==> src/rtl/digit_reg_pkg.sv <==
// Command encodings shared by the digit register and the calculator control FSM.
package digit_reg_pkg;

    localparam int CMD_W = 3;

    localparam logic [CMD_W-1:0] CMD_NOP   = 3'd0;
    localparam logic [CMD_W-1:0] CMD_LOAD  = 3'd1;
    localparam logic [CMD_W-1:0] CMD_PUSH  = 3'd2;
    localparam logic [CMD_W-1:0] CMD_POP   = 3'd3;
    localparam logic [CMD_W-1:0] CMD_CLEAR = 3'd4;
    localparam logic [CMD_W-1:0] CMD_ROTL  = 3'd5;
    localparam logic [CMD_W-1:0] CMD_ROTR  = 3'd6;
    localparam logic [CMD_W-1:0] CMD_RSVD  = 3'd7;

    // Width of a counter that can hold 0..ndig inclusive.
    function automatic int cntWidth(input int ndig);
        return $clog2(ndig + 1);
    endfunction

endpackage

==> src/rtl/digit_shift_reg_if.sv <==
// Command/status bundle between the control FSM (master) and the digit register (slave).
interface digit_shift_reg_if
    import digit_reg_pkg::*;
#(
    parameter int DATA_W  = 16,
    parameter int DIGIT_W = 4
);
    localparam int NDIG  = DATA_W / DIGIT_W;
    localparam int CNT_W = cntWidth(NDIG);

    logic               cmd_valid;
    logic [CMD_W-1:0]   cmd;
    logic [DATA_W-1:0]  din;
    logic [DIGIT_W-1:0] digit_in;
    logic [DATA_W-1:0]  out;
    logic [DIGIT_W-1:0] pop_digit;
    logic [CNT_W-1:0]   cnt;
    logic               full;
    logic               empty;
    logic               done;
    logic               err;

    modport master (
        output cmd_valid, cmd, din, digit_in,
        input  out, pop_digit, cnt, full, empty, done, err
    );

    modport slave (
        input  cmd_valid, cmd, din, digit_in,
        output out, pop_digit, cnt, full, empty, done, err
    );

endinterface

==> src/rtl/digit_count.sv <==
// Priority encoder: number of significant digits (1 + index of the top nonzero digit).
module digit_count
    import digit_reg_pkg::*;
#(
    parameter int DATA_W  = 16,
    parameter int DIGIT_W = 4,
    localparam int NDIG   = DATA_W / DIGIT_W,
    localparam int CNT_W  = cntWidth(NDIG)
) (
    input  logic [DATA_W-1:0] value_i,
    output logic [CNT_W-1:0]  cnt_o
);

    // Ascending scan so the most significant nonzero digit wins.
    always_comb begin
        cnt_o = '0;
        for (int i = 0; i < NDIG; i++) begin
            if (value_i[i*DIGIT_W +: DIGIT_W] != '0) begin
                cnt_o = CNT_W'(i + 1);
            end
        end
    end

endmodule

==> src/rtl/digit_shift_reg.sv <==
// Digit-oriented operand register: load, keypad push, backspace pop, clear and rotate.
module digit_shift_reg
    import digit_reg_pkg::*;
#(
    parameter int DATA_W  = 16,
    parameter int DIGIT_W = 4,
    localparam int NDIG   = DATA_W / DIGIT_W,
    localparam int CNT_W  = cntWidth(NDIG)
) (
    input  logic             clk,
    input  logic             rst,
    digit_shift_reg_if.slave bus
);

    logic [DATA_W-1:0]  data_q, data_d;
    logic [DIGIT_W-1:0] popDigit_q, popDigit_d;
    logic               done_q, done_d;
    logic               err_q, err_d;
    logic [CNT_W-1:0]   digitCnt;
    logic               isFull;
    logic               isEmpty;

    digit_count #(
        .DATA_W  (DATA_W),
        .DIGIT_W (DIGIT_W)
    ) u_count (
        .value_i (data_q),
        .cnt_o   (digitCnt)
    );

    assign isFull  = (digitCnt == CNT_W'(NDIG));
    assign isEmpty = (digitCnt == '0);

    always_comb begin
        data_d     = data_q;
        popDigit_d = popDigit_q;
        done_d     = 1'b0;
        err_d      = 1'b0;
        if (bus.cmd_valid) begin
            case (bus.cmd)
                CMD_NOP: begin
                end
                CMD_LOAD: begin
                    data_d = bus.din;
                    done_d = 1'b1;
                end
                CMD_PUSH: begin
                    // A leading zero pushed into an empty register simply leaves it at zero.
                    if (isFull) begin
                        err_d = 1'b1;
                    end else begin
                        data_d = {data_q[DATA_W-DIGIT_W-1:0], bus.digit_in};
                        done_d = 1'b1;
                    end
                end
                CMD_POP: begin
                    if (isEmpty) begin
                        err_d = 1'b1;
                    end else begin
                        popDigit_d = data_q[DIGIT_W-1:0];
                        data_d     = {{DIGIT_W{1'b0}}, data_q[DATA_W-1:DIGIT_W]};
                        done_d     = 1'b1;
                    end
                end
                CMD_CLEAR: begin
                    data_d = '0;
                    done_d = 1'b1;
                end
                CMD_ROTL: begin
                    data_d = {data_q[DATA_W-DIGIT_W-1:0], data_q[DATA_W-1:DATA_W-DIGIT_W]};
                    done_d = 1'b1;
                end
                CMD_ROTR: begin
                    data_d = {data_q[DIGIT_W-1:0], data_q[DATA_W-1:DIGIT_W]};
                    done_d = 1'b1;
                end
                default: begin
                    err_d = 1'b1;
                end
            endcase
        end
    end

    // Reset wins over any command issued in the same cycle; no pulse is produced.
    always_ff @(posedge clk) begin
        if (rst) begin
            data_q     <= '0;
            popDigit_q <= '0;
            done_q     <= 1'b0;
            err_q      <= 1'b0;
        end else begin
            data_q     <= data_d;
            popDigit_q <= popDigit_d;
            done_q     <= done_d;
            err_q      <= err_d;
        end
    end

    assign bus.out       = data_q;
    assign bus.pop_digit = popDigit_q;
    assign bus.cnt       = digitCnt;
    assign bus.full      = isFull;
    assign bus.empty     = isEmpty;
    assign bus.done      = done_q;
    assign bus.err       = err_q;

endmodule

==> src/flat_wrapper.sv <==
// flat-port wrapper written by rule: the top's interface ports become plain ports
module digit_shift_reg_flat import digit_reg_pkg::*;
#(
    parameter int DATA_W  = 16,
    parameter int DIGIT_W = 4,
    localparam int NDIG   = DATA_W / DIGIT_W,
    localparam int CNT_W  = cntWidth(NDIG)
)
  (clk, rst, bus_cmd_valid, bus_cmd, bus_din, bus_digit_in, bus_out, bus_pop_digit, bus_cnt, bus_full, bus_empty, bus_done, bus_err);
  digit_shift_reg_if #(.DATA_W(DATA_W), .DIGIT_W(DIGIT_W)) bus_i ();
  input  logic clk;
  input  logic rst;
  input wire logic [$bits(bus_i.cmd_valid)-1:0] bus_cmd_valid;
  input wire logic [$bits(bus_i.cmd)-1:0] bus_cmd;
  input wire logic [$bits(bus_i.din)-1:0] bus_din;
  input wire logic [$bits(bus_i.digit_in)-1:0] bus_digit_in;
  output wire logic [$bits(bus_i.out)-1:0] bus_out;
  output wire logic [$bits(bus_i.pop_digit)-1:0] bus_pop_digit;
  output wire logic [$bits(bus_i.cnt)-1:0] bus_cnt;
  output wire logic [$bits(bus_i.full)-1:0] bus_full;
  output wire logic [$bits(bus_i.empty)-1:0] bus_empty;
  output wire logic [$bits(bus_i.done)-1:0] bus_done;
  output wire logic [$bits(bus_i.err)-1:0] bus_err;
  assign bus_i.cmd_valid = bus_cmd_valid;
  assign bus_i.cmd = bus_cmd;
  assign bus_i.din = bus_din;
  assign bus_i.digit_in = bus_digit_in;
  assign bus_out = bus_i.out;
  assign bus_pop_digit = bus_i.pop_digit;
  assign bus_cnt = bus_i.cnt;
  assign bus_full = bus_i.full;
  assign bus_empty = bus_i.empty;
  assign bus_done = bus_i.done;
  assign bus_err = bus_i.err;
  digit_shift_reg #(.DATA_W(DATA_W), .DIGIT_W(DIGIT_W)) u_core (.clk(clk), .rst(rst), .bus(bus_i));
endmodule
==> config.mk <==
export PLATFORM = sky130hd
export DESIGN_NAME = digit_shift_reg_flat
export DESIGN_NICKNAME = d
export VERILOG_FILES = /design/src/rtl/digit_reg_pkg.sv /design/src/rtl/digit_shift_reg_if.sv /design/src/rtl/digit_count.sv /design/src/rtl/digit_shift_reg.sv /design/src/flat_wrapper.sv
export SDC_FILE = /design/constraint.sdc
export NUM_CORES = 1
export LEC_CHECK = 0
export CORE_ASPECT_RATIO = 0.75
export CORE_MARGIN = 5
export CORE_UTILIZATION = 45
export DETAILED_ROUTE_END_ITERATION = 8
export PLACE_DENSITY_LB_ADDON = 0.05
export SLEW_MARGIN = 20
export SYNTH_ARGS = -nofsm -noshare
export SYNTH_HDL_FRONTEND = slang
export SYNTH_SLANG_ARGS = --single-unit
==> constraint.sdc <==
create_clock -name clk -period 3 [get_ports clk]
set_clock_uncertainty 0.05 [all_clocks]
set_input_delay 0.6 -clock clk [delete_from_list [all_inputs] [get_ports clk]]
set_output_delay 0.6 -clock clk [all_outputs]
set_load 0.005 [all_outputs]
After elaboration in Yosys (flattened, before gate mapping). Index checks and enable logic that the tools add are counted.

Add/subtract/negate cells: 0. $mul: 0. Div/mod/pow operators: 0. Order comparisons: 0. Equality and inequality tests: 9. Shifts and indexed selects: 0. Multiplexer cells: 13. Bitwise logic cells: 2. Reductions and logical operators: 12.

Operators with widths (count): 16-bit case mux with 6 select lines (1); 16-bit 2-to-1 mux (2); 4-bit nonzero test (4); 3-bit == test, second input constant (4); 3-bit 2-to-1 mux (3); 3-bit by 2-bit == test with 1-bit output, second input constant (2); 3-bit zero test (2); 1-bit case mux with 3 select lines (2); 6-bit nonzero test (1); 1-bit 2-to-1 mux (5); 5-bit OR reduction (1); 2-bit inequality test, second input constant (2); 4-bit AND reduction (1); 4-bit OR reduction (1); 3-bit by 1-bit == test with 1-bit output, second input constant (1); 3-bit AND reduction (1); 1-bit inverter (2); 2-bit OR reduction (1).

Register bits: 22. Latch bits: 0. Memory bits (writable): 0. Memory bits (read-only): 0. Input bits: 26. Output and inout bits: 27. Logic and storage cells: 40. Memories kept: 0.

Logic depth before layout (Yosys ltp). Gate-level depths: netlist of run 1.

Word-level depth: 8. Mapped depth: 7. Depth with buffers taken out: 6.

By module. Synthesis of run 1 repeated with hierarchy kept, for this count alone.

Cell total of the unflattened synthesis: 162. Area total of the unflattened synthesis: 1491.4 um2.

By module, submodules not included: digit_shift_reg (times used 1, cells each 156, area an instance 1448.9 um2, sequential area each 440.4 um2); digit_count (times used 1, cells each 6, area an instance 42.5 um2, sequential area each 0.0 um2).

Worst setup path before layout of run 1. No wires, ideal clock.

Path type: input to register. From: in bus_cmd[2]. To: reg u_core.data_q[11], in the netlist u_core.bus.out[11]. Library setup time: 0.081 ns. Data arrival time: 2.052 ns. Required time: 2.869 ns. Path slack: 0.817 ns. Stages: 5. Buffers on the path: 2. Cells stage by stage: buf_2 > nor2_1 > dlygate4sd3_1 > a222oi_1 > a211oi_2.

Word-level cells in the longest chain between the ends: 3. Elaborated cells on any way between the ends: 11. Those cells by class: eq/ne (8); mux (1); reduce/logical (2).

RTL lines: start: declaration (line flat_wrapper.sv:14) `input wire logic [$bits(bus_i.cmd)-1:0] bus_cmd;`; 3-bit by 1-bit == test with 1-bit output (tied with other cells) (line digit_shift_reg.sv:40) `case (bus.cmd)`; 6-bit nonzero test (no line) / 2-bit inequality test (equally long branches); 4-bit AND reduction (no line); end signal: assignment (line digit_shift_reg.sv:92) `data_q <= data_d;`; end: declaration (line digit_shift_reg.sv:15) `logic [DATA_W-1:0] data_q, data_d;`.

Several ways; a longest one is shown, not always the timed one. A chain may end at the register's enable or synchronous reset.

Final worst setup path of run 1.
From: reg u_core.data_q[14], in the netlist u_core.bus.out[14]. To: out bus_empty.

Word-level cells in the longest chain between the ends: 3.

RTL lines: 4-bit nonzero test (line digit_count.sv:18) `if (value_i[i*DIGIT_W +: DIGIT_W] != '0) begin`; 3-bit 2-to-1 mux (line digit_count.sv:18); 3-bit zero test (line digit_shift_reg.sv:32) `assign isEmpty = (digitCnt == '0);`; end: declaration (line flat_wrapper.sv:21) `output wire logic [$bits(bus_i.empty)-1:0] bus_empty;`.

No other way between the ends.

==> reports/qor_table.md, run 1 <==
| Metric | Reported | Unit |
|:---|:---|:---|
| Count of vias placed by the detailed router | 1,502 | - |
| Die Footprint | 0.00446 | mm² |
| Fmax achieved | 0.363 | GHz |
| Detail-routed net length per standard cell | 18.1 | µm |
| Layout Nets | 236 | - |
| Utilization after layout | 0.677 | - |
| Number of enable flip-flop cells after synthesis | 0 | - |
| Arrival time at the worst endpoint | 2.11 | ns |
| Worst hold slack | 0.448 | ns |
| RePlAce Congestion | 0.828 | - |
| Worst-case clock buffer depth | 2 | - |
| Ports | 53 | - |
| Period Utilization, post-route | 0.919 | - |
| Maximum vdd drop | 0.314 | mV |
| Number of buffer and inverter stages on the critical path | 2 | - |
| Post-DRT Antenna Nets | 0 | - |
| Slew at the pin closest to its max-slew limit | 0.756 | ns |
| CP endpoint kind | output port | - |
| CTS H-tree lvls | 1 | - |
| Mean area per synthesized cell | 9.33 | µm² |
| Standard-cell rows | 17 | - |
| DIE WIDTH | 75.5 | µm |
| Area growth from synthesis to final layout | 41.4 | % |
| Worst min path class | register to register | - |
| Worst path max stage delay | 0.54 | ns |
| Hold Buf Count CTS | 0 | - |
| First-pass iteration count of the detailed router | 4 | - |
| Warning count from the yosys run | 0 | - |
| Power density over cell area | 415 | mW/mm² |
| Clock-pin slew on the worst setup and hold paths | 0.08 | ns |
| Iteration-0 DRC Markers | 119 | - |
| Syn_nets | 181 | - |
| Overall power of the completed layout | 848 | µW |
| Worst r2r path cells | 8 | - |
| Die span in y | 59.1 | µm |
| Core area | 0.00302 | mm² |
| Port Buffers | 52 | - |
| Via count of the first global-routing pass | 1,466 | - |
| Stages on the worst setup path | 4 | - |
| Unrepaired setup endpoints after global routing | no | - |
| N_diodes | 0 | - |
| Top_reg_cell synth | sky130_fd_sc_hd__dfxtp_1 | - |
| Post-CTS setup-driven buffer insertion count | 0 | - |
| Most numerous cell on the critical path | sky130_fd_sc_hd__nor4_4 | - |
| Category of cells accounting for the largest share of critical-path delay | simple AND/OR/NAND/NOR gates | - |
| Final wirelength | 4450 | µm |
| Async set-or-reset flop fraction in the synthesized netlist | 0 | - |
| Total overflow reported by the global router | 0 | - |
| Initial antenna violation count | 0 | - |
| Later-pin clock latency in the skew report | 0.26 | ns |
| Number of clock sinks seen by CTS | 22 | - |
| Cell count of the worst hold path | 2 | - |
| Critical path type | register to output port | - |
| Estimated wirelength of the detail-placed design | 3230 | µm |
| Pin count of the biggest net entering global routing | 28 | - |
| Final critical path time including I/O delays and setup | 2.76 | ns |
| Number of failing hold endpoints at the final stage | 0 | - |
| Cell at the root of the clock tree | sky130_fd_sc_hd__clkbuf_8 | - |
| Data required time at the worst endpoint | 2.35 | ns |
| Max Transition Viols Final | 0 | - |
| Register bit total from synthesis | 22 | - |
| CTS tree | done | - |
| Via-to-Cell Ratio | 6.11 | - |
| Worst slew margin relative to its limit | 0.493 | - |
| Fraction of layout instances using a drive strength above 1 | 0.168 | - |
| Cell with the largest stage delay on the worst path | sky130_fd_sc_hd__clkdlybuf4s50_1 | - |
| Number of setup violations in the final report | 0 | - |
| Nature of the critical path startpoint | register | - |
| Number of max-capacitance violations reported | 0 | - |
| Sequential area share after synthesis | 0.304 | - |
| Number of buffers added by the clock tree synthesis step | 3 | - |
| Worst-path cell chain | nor4_4 -> inv_1 -> nor4_4 -> clkdlybuf4s50_1 | - |
| Starting density of the core | 0.479 | - |
| Cell count after synthesis | 155 | - |
| First-pass GRT wire length | 7100 | µm |
| Remaining design rule violation count | 0 | - |
| Largest driver fanout on the critical path | 5 | - |
| GRT Overall Usage | 0.202 | - |
| Leakage Power | 0.718 | nW |
| Number of gates resized after cts | 0 | - |
| Run status | finished, final reports clean | - |
| Cell area after synthesis | 0.00145 | mm² |
| Distinct cell type count after synthesis | 35 | - |
## worst reg2reg max path, cell delays in order (launching register included)
cell                       delay, ns
sky130_fd_sc_hd__dfxtp_1        0.39
sky130_fd_sc_hd__nor4_4         0.41
sky130_fd_sc_hd__inv_1          0.19
sky130_fd_sc_hd__nor4_4         0.32
sky130_fd_sc_hd__buf_4          0.19
sky130_fd_sc_hd__a311oi_4       0.10
sky130_fd_sc_hd__buf_12         0.20
sky130_fd_sc_hd__nor2_1         0.18
sky130_fd_sc_hd__a211oi_2       0.06
## registers in the layout, indices dropped and copies added, names as in the netlist
signal                flops
u_core.bus.pop_digit      4
u_core.bus.done           1
u_core.bus.err            1
u_core.bus.out           16
## cells in the final DEF (no fill, tap or decap), types with 2 or more instances in the layout
cell / netlist / layout
sky130_fd_sc_hd__a211oi_2: 11 / 11
sky130_fd_sc_hd__a21oi_1: 3 / 3
sky130_fd_sc_hd__a222oi_1: 11 / 11
sky130_fd_sc_hd__a22o_1: 6 / 6
sky130_fd_sc_hd__a32oi_1: 4 / 4
sky130_fd_sc_hd__and2_1: 2 / 2
sky130_fd_sc_hd__buf_4: 0 / 9
sky130_fd_sc_hd__clkbuf_8: 0 / 3
sky130_fd_sc_hd__clkdlybuf4s50_1: 0 / 52
sky130_fd_sc_hd__dfxtp_1: 22 / 22
sky130_fd_sc_hd__inv_1: 3 / 3
sky130_fd_sc_hd__mux2_2: 4 / 4
sky130_fd_sc_hd__mux2i_1: 9 / 9
sky130_fd_sc_hd__nand2_1: 10 / 10
sky130_fd_sc_hd__nor2_1: 27 / 27
sky130_fd_sc_hd__nor4_4: 1 / 2
sky130_fd_sc_hd__o21ai_0: 10 / 9
sky130_fd_sc_hd__o22ai_1: 4 / 4
sky130_fd_sc_hd__or4_1: 2 / 2
## kinds of logic after synthesis
group,after synthesis,share of synthesized area
AOI/OAI and AO/OA,54,0.335
DFF,22,0.304
buffers and inverters,15,0.0813
muxes,13,0.0934
and+or+nand+nor,50,0.180
xor gates and xnor gates,1,0.00606
## path summary, 6_finish.rpt
kind                                        startpoint                              endpoint  slack (ns)
setup / recovery       u_core.bus.out[14]$_SDFFE_PP0P_                             bus_empty        0.24
hold / removal    u_core.bus.pop_digit[2]$_SDFFE_PP0P_  u_core.bus.pop_digit[2]$_SDFFE_PP0P_        0.45
setup reg to reg       u_core.bus.out[14]$_SDFFE_PP0P_        u_core.bus.out[5]$_SDFFE_PP0P_        0.81
hold reg to reg   u_core.bus.pop_digit[2]$_SDFFE_PP0P_  u_core.bus.pop_digit[2]$_SDFFE_PP0P_        0.45
## cells in the mapped netlist, drive strengths merged (4+ instances only)
library cell   n  area [µm²]
nor2          27         101
dfxtp         22         440
a211oi        11         138
a222oi        11         110
nand2         10        37.5
o21ai         10        50.1
mux2i          9        90.1
a22o           7        62.6
buf            6        55.1
a32oi          4        35.0
mux2           4        45.0
o22ai          4        25.0
## per-stage QoR
stage / cells / area [µm²] / TNS (ns) / worst slack, ns
floorplan: 155 / 1450 / 0 / 0.817
global placement: 243 / 2000 / -0.0266 / -0.0266
detailed placement: 243 / 2000 / -0.800 / -0.112
CTS: 246 / 2040 / 0 / 0.150
global route: 246 / 2050 / 0 / 0.114
finish: 246 / 2050 / 0 / 0.243
## power breakdown
group / switching [mW] / internal, mW / total, mW
Sequential: 0.0314 / 0.313 / 0.344
Clock: 0.0962 / 0.0898 / 0.186
Combinational: 0.143 / 0.175 / 0.318
Total: 0.271 / 0.577 / 0.848
## metal layers
| layer | global-route usage | up-vias | share of wire |
|---|---|---|---|
| li1 | - | 717 | - |
| met1 | 0.272 | 714 | 0.44 |
| met2 | 0.314 | 63 | 0.46 |
| met3 | 0.0559 | 8 | 0.091 |
| met4 | 0.0599 | 0 | 0.013 |
| met5 | 0 | - | 0 |
## final cells by class
class,count,area [µm²]
tap,38,47.5
inverter,3,11.3
fill,235,975
sequential,22,440
clock buffer,3,41.3
timing repair buffer,62,608
multi-input combinational,118,897
(Power assumes the default switching activity.)
==> run 2, diff against run 1 <==
Settings changed: CORE_MARGIN 5 to 2, PLACE_DENSITY_LB_ADDON 0.05 to 0.15.
==> reports/qor_table.md, run 2 (synthesis gave the netlist of run 1 again) <==
| Metric | Reported | Unit | Change |
|:---|:---|:---|:---|
| Final critical path time including I/O delays and setup | 2.87 | ns | +0.113 ns |
| Count of vias placed by the detailed router | 1,557 | - | +3.7% |
| DIE WIDTH | 69.5 | µm | -8.0% |
| Number of buffers added by the clock tree synthesis step | 3 | - | unchanged |
| Worst hold slack | 0.451 | ns | +0.00287 ns |
| Initial antenna violation count | 0 | - | unchanged |
| Post-CTS setup-driven buffer insertion count | 0 | - | unchanged |
| Final wirelength | 4560 | µm | +2.4% |
| Estimated wirelength of the detail-placed design | 3400 | µm | +5.1% |
| Nature of the critical path startpoint | register | - |  |
| Detail-routed net length per standard cell | 18.4 | µm | +1.6% |
| N_diodes | 0 | - | unchanged |
| Number of failing hold endpoints at the final stage | 0 | - | unchanged |
| Iteration-0 DRC Markers | 208 | - | +75% |
| Die span in y | 53.1 | µm | -10% |
| Later-pin clock latency in the skew report | 0.27 | ns | about the same |
| Most used cells in the layout excluding fill and tap cells | sky130_fd_sc_hd__clkdlybuf4s50_1, sky130_fd_sc_hd__nor2_1, sky130_fd_sc_hd__dfxtp_1 | - |  |
| Remaining design rule violation count | 0 | - | unchanged |
| Via count of the first global-routing pass | 1,467 | - | +0.068% |
| Worst slew margin relative to its limit | 0.430 | - | -0.0625 |
| Number of gates resized after cts | 0 | - | unchanged |
| Arrival time at the worst endpoint | 2.22 | ns | +0.11 ns |
| Most common cell after layout, fill and taps aside | sky130_fd_sc_hd__clkdlybuf4s50_1 | - |  |
| Starting density of the core | 0.482 | - | +0.00340 |
| Slew at the pin closest to its max-slew limit | 0.849 | ns | +0.0931 ns |
| Via-to-Cell Ratio | 6.28 | - | +2.8% |
| Unrepaired setup endpoints after global routing | no | - |  |
| Power density over cell area | 458 | mW/mm² | +11% |
| Leakage Power | 0.731 | nW | +1.8% |
| Fraction of layout instances using a drive strength above 1 | 0.176 | - | +0.00792 |
| Largest driver fanout on the critical path | 5 | - | unchanged |
| Core area | 0.00300 | mm² | -0.70% |
| Number of clock sinks seen by CTS | 22 | - | unchanged |
| Minimum setup slack among reg-to-reg paths | 0.59 | ns | -0.22 ns |
| Standard-cell rows | 17 | - | unchanged |
| Number of max-capacitance violations reported | 0 | - | unchanged |
| Hold Buf Count CTS | 0 | - | unchanged |
| CTS H-tree lvls | 1 | - | unchanged |
| Area growth from synthesis to final layout | 42.6 | % |  |
| Final worst slack | 0.130 | ns | -0.113 ns |
| Cell at the root of the clock tree | sky130_fd_sc_hd__clkbuf_8 | - |  |
| Maximum vdd drop | 0.324 | mV | +3.4% |
| Number of setup violations in the final report | 0 | - | unchanged |
| Period Utilization, post-route | 0.957 | - | +0.0377 |
| Max reg flops | 16 | - | unchanged |
| Worst-case clock buffer depth | 2 | - | unchanged |
| Dpl ws | -0.157 | ns | -0.0454 ns |
| Die Footprint | 0.00369 | mm² | -17% |
| Fmax achieved | 0.348 | GHz | -3.9% |
| Pin count of the biggest net entering global routing | 28 | - | unchanged |
| Run status | finished, final reports clean | - |  |
| First-pass GRT wire length | 7210 | µm | +1.5% |
| Max Transition Viols Final | 0 | - | unchanged |
| CTS tree | done | - |  |
| Post-DRT Antenna Nets | 0 | - | unchanged |
| Ports | 53 | - | unchanged |
| Layout Nets | 237 | - | +0.42% |
| Total overflow reported by the global router | 0 | - | unchanged |
| CP endpoint kind | output port | - |  |
| Port Buffers | 52 | - | unchanged |
| GRT Overall Usage | 0.255 | - | +0.0528 |
| Data required time at the worst endpoint | 2.35 | ns | about the same |
| Worst min path class | register to register | - |  |
| Clock-pin slew on the worst setup and hold paths | 0.09 | ns | about the same |
| RePlAce Congestion | 0.888 | - | +7.2% |
| Critical path type | register to output port | - |  |
| First-pass iteration count of the detailed router | 9 | - | +5 |
## run 2: changes by cell type in the layout (fill, tap and decap cells not counted), sizes merged
cell	delta
buf	+1
bufinv	+1
## run 2: critical path, cell delays in order, from the launching register on
cell and delay, ns:
sky130_fd_sc_hd__dfxtp_1 0.38, sky130_fd_sc_hd__nor4_2 0.47, sky130_fd_sc_hd__inv_1 0.22, sky130_fd_sc_hd__nor4_4 0.34, sky130_fd_sc_hd__clkdlybuf4s50_1 0.55
## run 2: area by class of cell
cell class,instances,area [µm²]
multi-input cells,118,888
inverters,3,11.3
clock buffers,3,41.3
clock inverters,1,30.0
well taps,38,47.5
flip-flops and latches,22,440
repair buffers,63,603
fillers,226,937
## run 2: final timing paths
path	startpoint	cells past startpoint	end
min	u_core.bus.pop_digit[2]$_SDFFE_PP0P_	2	u_core.bus.pop_digit[2]$_SDFFE_PP0P_
max	u_core.bus.out[14]$_SDFFE_PP0P_	4	bus_empty
max reg2reg	u_core.bus.out[14]$_SDFFE_PP0P_	8	u_core.bus.out[0]$_SDFFE_PP0P_
min reg2reg	u_core.bus.pop_digit[2]$_SDFFE_PP0P_	2	u_core.bus.pop_digit[2]$_SDFFE_PP0P_
## run 2: metrics by stage
stage               cell area, µm²  cells  TNS, ns  power (mW)   util
floorplan                     1450    155        0       0.514      -
global placement              1990    244        0       0.652  0.664
detailed placement            1990    244    -1.26       0.663  0.664
CTS                           2060    248        0       0.946  0.688
global route                  2060    248        0       0.990  0.688
finish                        2060    248        0       0.945  0.688
## run 2: metal layers
layer / GRT usage / up-vias / wire [µm]
met2: 0.426 / 86 / 2100
met4: 0.0752 / 0 / 55
met3: 0.0571 / 8 / 462
met5: 0 / - / 0
met1: 0.333 / 748 / 1940
li1: - / 715 / -
## run 2: report_power, final
group / switching (mW) / total [mW] / internal [mW]
clock: 0.105 / 0.284 / 0.178
sequential: 0.0303 / 0.343 / 0.313
combinational: 0.148 / 0.319 / 0.170
total: 0.284 / 0.945 / 0.661
==> run 3, diff against run 2 <==
Settings changed: CORE_UTILIZATION 45 to 25.
==> reports/qor_table.md, run 3 (synthesis gave the netlist of run 1 again) <==
| Metric | Reported | Unit | Change |
|:---|:---|:---|:---|
| Run status | finished, final reports clean | - |  |
| Nature of the critical path startpoint | register | - |  |
| Layout fillers | 561 | - | +150% |
| Part of the power in the clock network | 0.299 | - | about the same |
| DIE WIDTH | 91.8 | µm | +32% |
| Worst min path class | register to register | - |  |
| Final critical path time including I/O delays and setup | 2.81 | ns | -0.0620 ns |
| Sequential cell area | 440 | µm² | unchanged |
| Area growth from synthesis to final layout | 48.2 | % |  |
| GRT Overall Usage | 0.145 | - | -0.110 |
| Largest driver fanout on the critical path | 5 | - | unchanged |
| Iteration-0 DRC Markers | 157 | - | -25% |
| First-pass GRT wire length | 7410 | µm | +2.8% |
| Slew at the pin closest to its max-slew limit | 0.804 | ns | -0.0449 ns |
| Max Transition Viols Final | 0 | - | unchanged |
| Later-pin clock latency in the skew report | 0.27 | ns | about the same |
| Final instance area | 0.00214 | mm² | +3.9% |
| Launch point of the worst path | u_core.bus.out[14]$_SDFFE_PP0P_ | - |  |
| Endpoint of the worst setup timing path | bus_empty | - |  |
| Overall power of the completed layout | 959 | µW | +1.4% |
| Via count of the first global-routing pass | 1,467 | - | unchanged |
| Critical register-to-register path startpoint | u_core.bus.out[14]$_SDFFE_PP0P_ | - |  |
| CTS tree | done | - |  |
| Estimated wirelength of the detail-placed design | 3670 | µm | +8.0% |
| Final wirelength | 4720 | µm | +3.6% |
| Die span in y | 69.9 | µm | +32% |
| Fraction of layout instances using a drive strength above 1 | 0.188 | - | +0.0116 |
| Ports | 53 | - | unchanged |
| Non-Filler Instances | 288 | - | +16% |
| Worst slew margin relative to its limit | 0.460 | - | +0.0301 |
| Initial antenna violation count | 0 | - | unchanged |
| RePlAce Congestion | 0.789 | - | -11% |
| Net switching component of the power | 287 | µW | +1.1% |
| CTS H-tree lvls | 1 | - | unchanged |
| Most common cell after layout, fill and taps aside | sky130_fd_sc_hd__clkdlybuf4s50_1 | - |  |
| Standard-cell rows | 23 | - | +6 |
| Number of setup violations in the final report | 0 | - | unchanged |
| Starting density of the core | 0.265 | - | -0.218 |
| Number of failing hold endpoints at the final stage | 0 | - | unchanged |
| Worst hold slack | 0.453 | ns | +0.00179 ns |
| Post-DRT Antenna Nets | 0 | - | unchanged |
| Unrepaired setup endpoints after global routing | no | - |  |
| Core area | 0.00547 | mm² | +82% |
| Via-to-Cell Ratio | 5.23 | - | -17% |
| Leakage Power | 0.749 | nW | +2.5% |
| Clock-pin slew on the worst setup and hold paths | 0.08 | ns | about the same |
| Layout Nets | 240 | - | +1.3% |
| N_diodes | 0 | - | unchanged |
| Switching Share | 0.300 | - | -0.000758 |
| Utilization after layout | 0.392 | - | -0.296 |
| Total overflow reported by the global router | 0 | - | unchanged |
| Internal Dissipation | 671 | µW | +1.5% |
| Remaining design rule violation count | 0 | - | unchanged |
| Arrival time at the worst endpoint | 2.16 | ns | -0.06 ns |
| Gate power share | 0.345 | - | +0.008 |
| Worst-case clock buffer depth | 2 | - | unchanged |
| Worst r2r path cells | 9 | - | +1 |
| Area of placed instances | 0.00207 | mm² | +4.1% |
| Max reg flops | 16 | - | unchanged |
| Critical path type | register to output port | - |  |
| Pin count of the biggest net entering global routing | 28 | - | unchanged |
| Proportion of power drawn by flip-flops and latches | 0.356 | - | -0.007 |
| Die Footprint | 0.00642 | mm² | +74% |
| First-pass iteration count of the detailed router | 5 | - | -4 |
| Port Buffers | 52 | - | unchanged |
| Post-CTS setup-driven buffer insertion count | 0 | - | unchanged |
| Number of gates resized after cts | 0 | - | unchanged |
| Power density over cell area | 447 | mW/mm² | -2.4% |
| Maximum vdd drop | 0.154 | mV | -52% |
| Total area of multi-input combinational cells | 888 | µm² | unchanged |
| Number of max-capacitance violations reported | 0 | - | unchanged |
| Detail-routed net length per standard cell | 16.4 | µm | -11% |
| Number of clock sinks seen by CTS | 22 | - | unchanged |
| Period Utilization, post-route | 0.936 | - | -0.0207 |
| Capture instance of the worst register-to-register path | u_core.bus.out[0]$_SDFFE_PP0P_ | - |  |
| Total instance count after detailed placement | 284 | - | +16% |
| Hold Buf Count CTS | 0 | - | unchanged |
| Fmax achieved | 0.356 | GHz | +2.2% |
| Count of vias placed by the detailed router | 1,506 | - | -3.3% |
| Minimum setup slack among reg-to-reg paths | 0.70 | ns | +0.11 ns |
| Number of buffers added by the clock tree synthesis step | 3 | - | unchanged |
| CP endpoint kind | output port | - |  |
| Cell at the root of the clock tree | sky130_fd_sc_hd__clkbuf_8 | - |  |
| Most used cells in the layout excluding fill and tap cells | sky130_fd_sc_hd__clkdlybuf4s50_1, sky130_fd_sc_hd__nor2_1, sky130_fd_sc_hd__dfxtp_1 | - |  |
| Data required time at the worst endpoint | 2.35 | ns | about the same |
run 3: cell count changes in the layout (fill, tap and decap cells not counted):
| cell | before | now |
|---|---|---|
| sky130_fd_sc_hd__buf_12 | 0 | 1 |
| sky130_fd_sc_hd__buf_4 | 11 | 13 |
run 3: how the worst min path moves through the flow:
stage | cells past startpoint | slack [ns] | from | end
final | 2 | 0.45 | u_core.bus.pop_digit[2]$_SDFFE_PP0P_ | u_core.bus.pop_digit[2]$_SDFFE_PP0P_
after global routing | 2 | 0.50 | u_core.bus.pop_digit[3]$_SDFFE_PP0P_ | u_core.bus.pop_digit[3]$_SDFFE_PP0P_
after CTS | 2 | 0.46 | u_core.bus.pop_digit[2]$_SDFFE_PP0P_ | u_core.bus.pop_digit[2]$_SDFFE_PP0P_
after detailed placement | 2 | 0.44 | u_core.bus.pop_digit[2]$_SDFFE_PP0P_ | u_core.bus.pop_digit[2]$_SDFFE_PP0P_
after global placement | 2 | 0.43 | u_core.bus.pop_digit[0]$_SDFFE_PP0P_ | u_core.bus.pop_digit[0]$_SDFFE_PP0P_
after floorplan | 2 | 0.43 | u_core.bus.pop_digit[0]$_SDFFE_PP0P_ | u_core.bus.pop_digit[0]$_SDFFE_PP0P_
run 3: power groups by stage:
stage / Clock (mW) / Combinational, mW / Sequential, mW
floorplan: 0 / 0.171 / 0.343
finish: 0.286 / 0.331 / 0.342
global placement: 0 / 0.325 / 0.348
CTS: 0.295 / 0.331 / 0.342
detailed placement: 0 / 0.330 / 0.348
global route: 0.304 / 0.355 / 0.345
run 3: worst max-delay path, cell delays in order (launching register included):
cell and delay [ns]:
sky130_fd_sc_hd__dfxtp_1 0.37, sky130_fd_sc_hd__nor4_2 0.36, sky130_fd_sc_hd__buf_4 0.18, sky130_fd_sc_hd__inv_1 0.11, sky130_fd_sc_hd__nor4_4 0.32, sky130_fd_sc_hd__clkdlybuf4s50_1 0.55
run 3: final cells by class:
type / instances / area share
Clock buffer: 3 / 0.0193
Clock inverter: 1 / 0.0140
Inverter: 3 / 0.00525
Multi-Input combinational cell: 118 / 0.414
Sequential cell: 22 / 0.205
Tap cell: 75 / 0.0438
Timing Repair Buffer: 66 / 0.298
run 3: per-stage QoR:
step	setup WS [ns]	TNS (ns)
after floorplan	0.817	0
after global placement	0.0742	0
after detailed placement	-0.0614	-0.318
after CTS	0.192	0
after global routing	0.110	0
final	0.192	0
run 3: layer usage:
| layer | up-vias | track usage | routed length, µm |
|---|---|---|---|
| met5 | - | 0 | 0 |
| met2 | 53 | 0.228 | 2230 |
| met4 | 0 | 0.0481 | 74 |
| met1 | 718 | 0.190 | 2090 |
| met3 | 6 | 0.0410 | 317 |
| li1 | 729 | - | - |
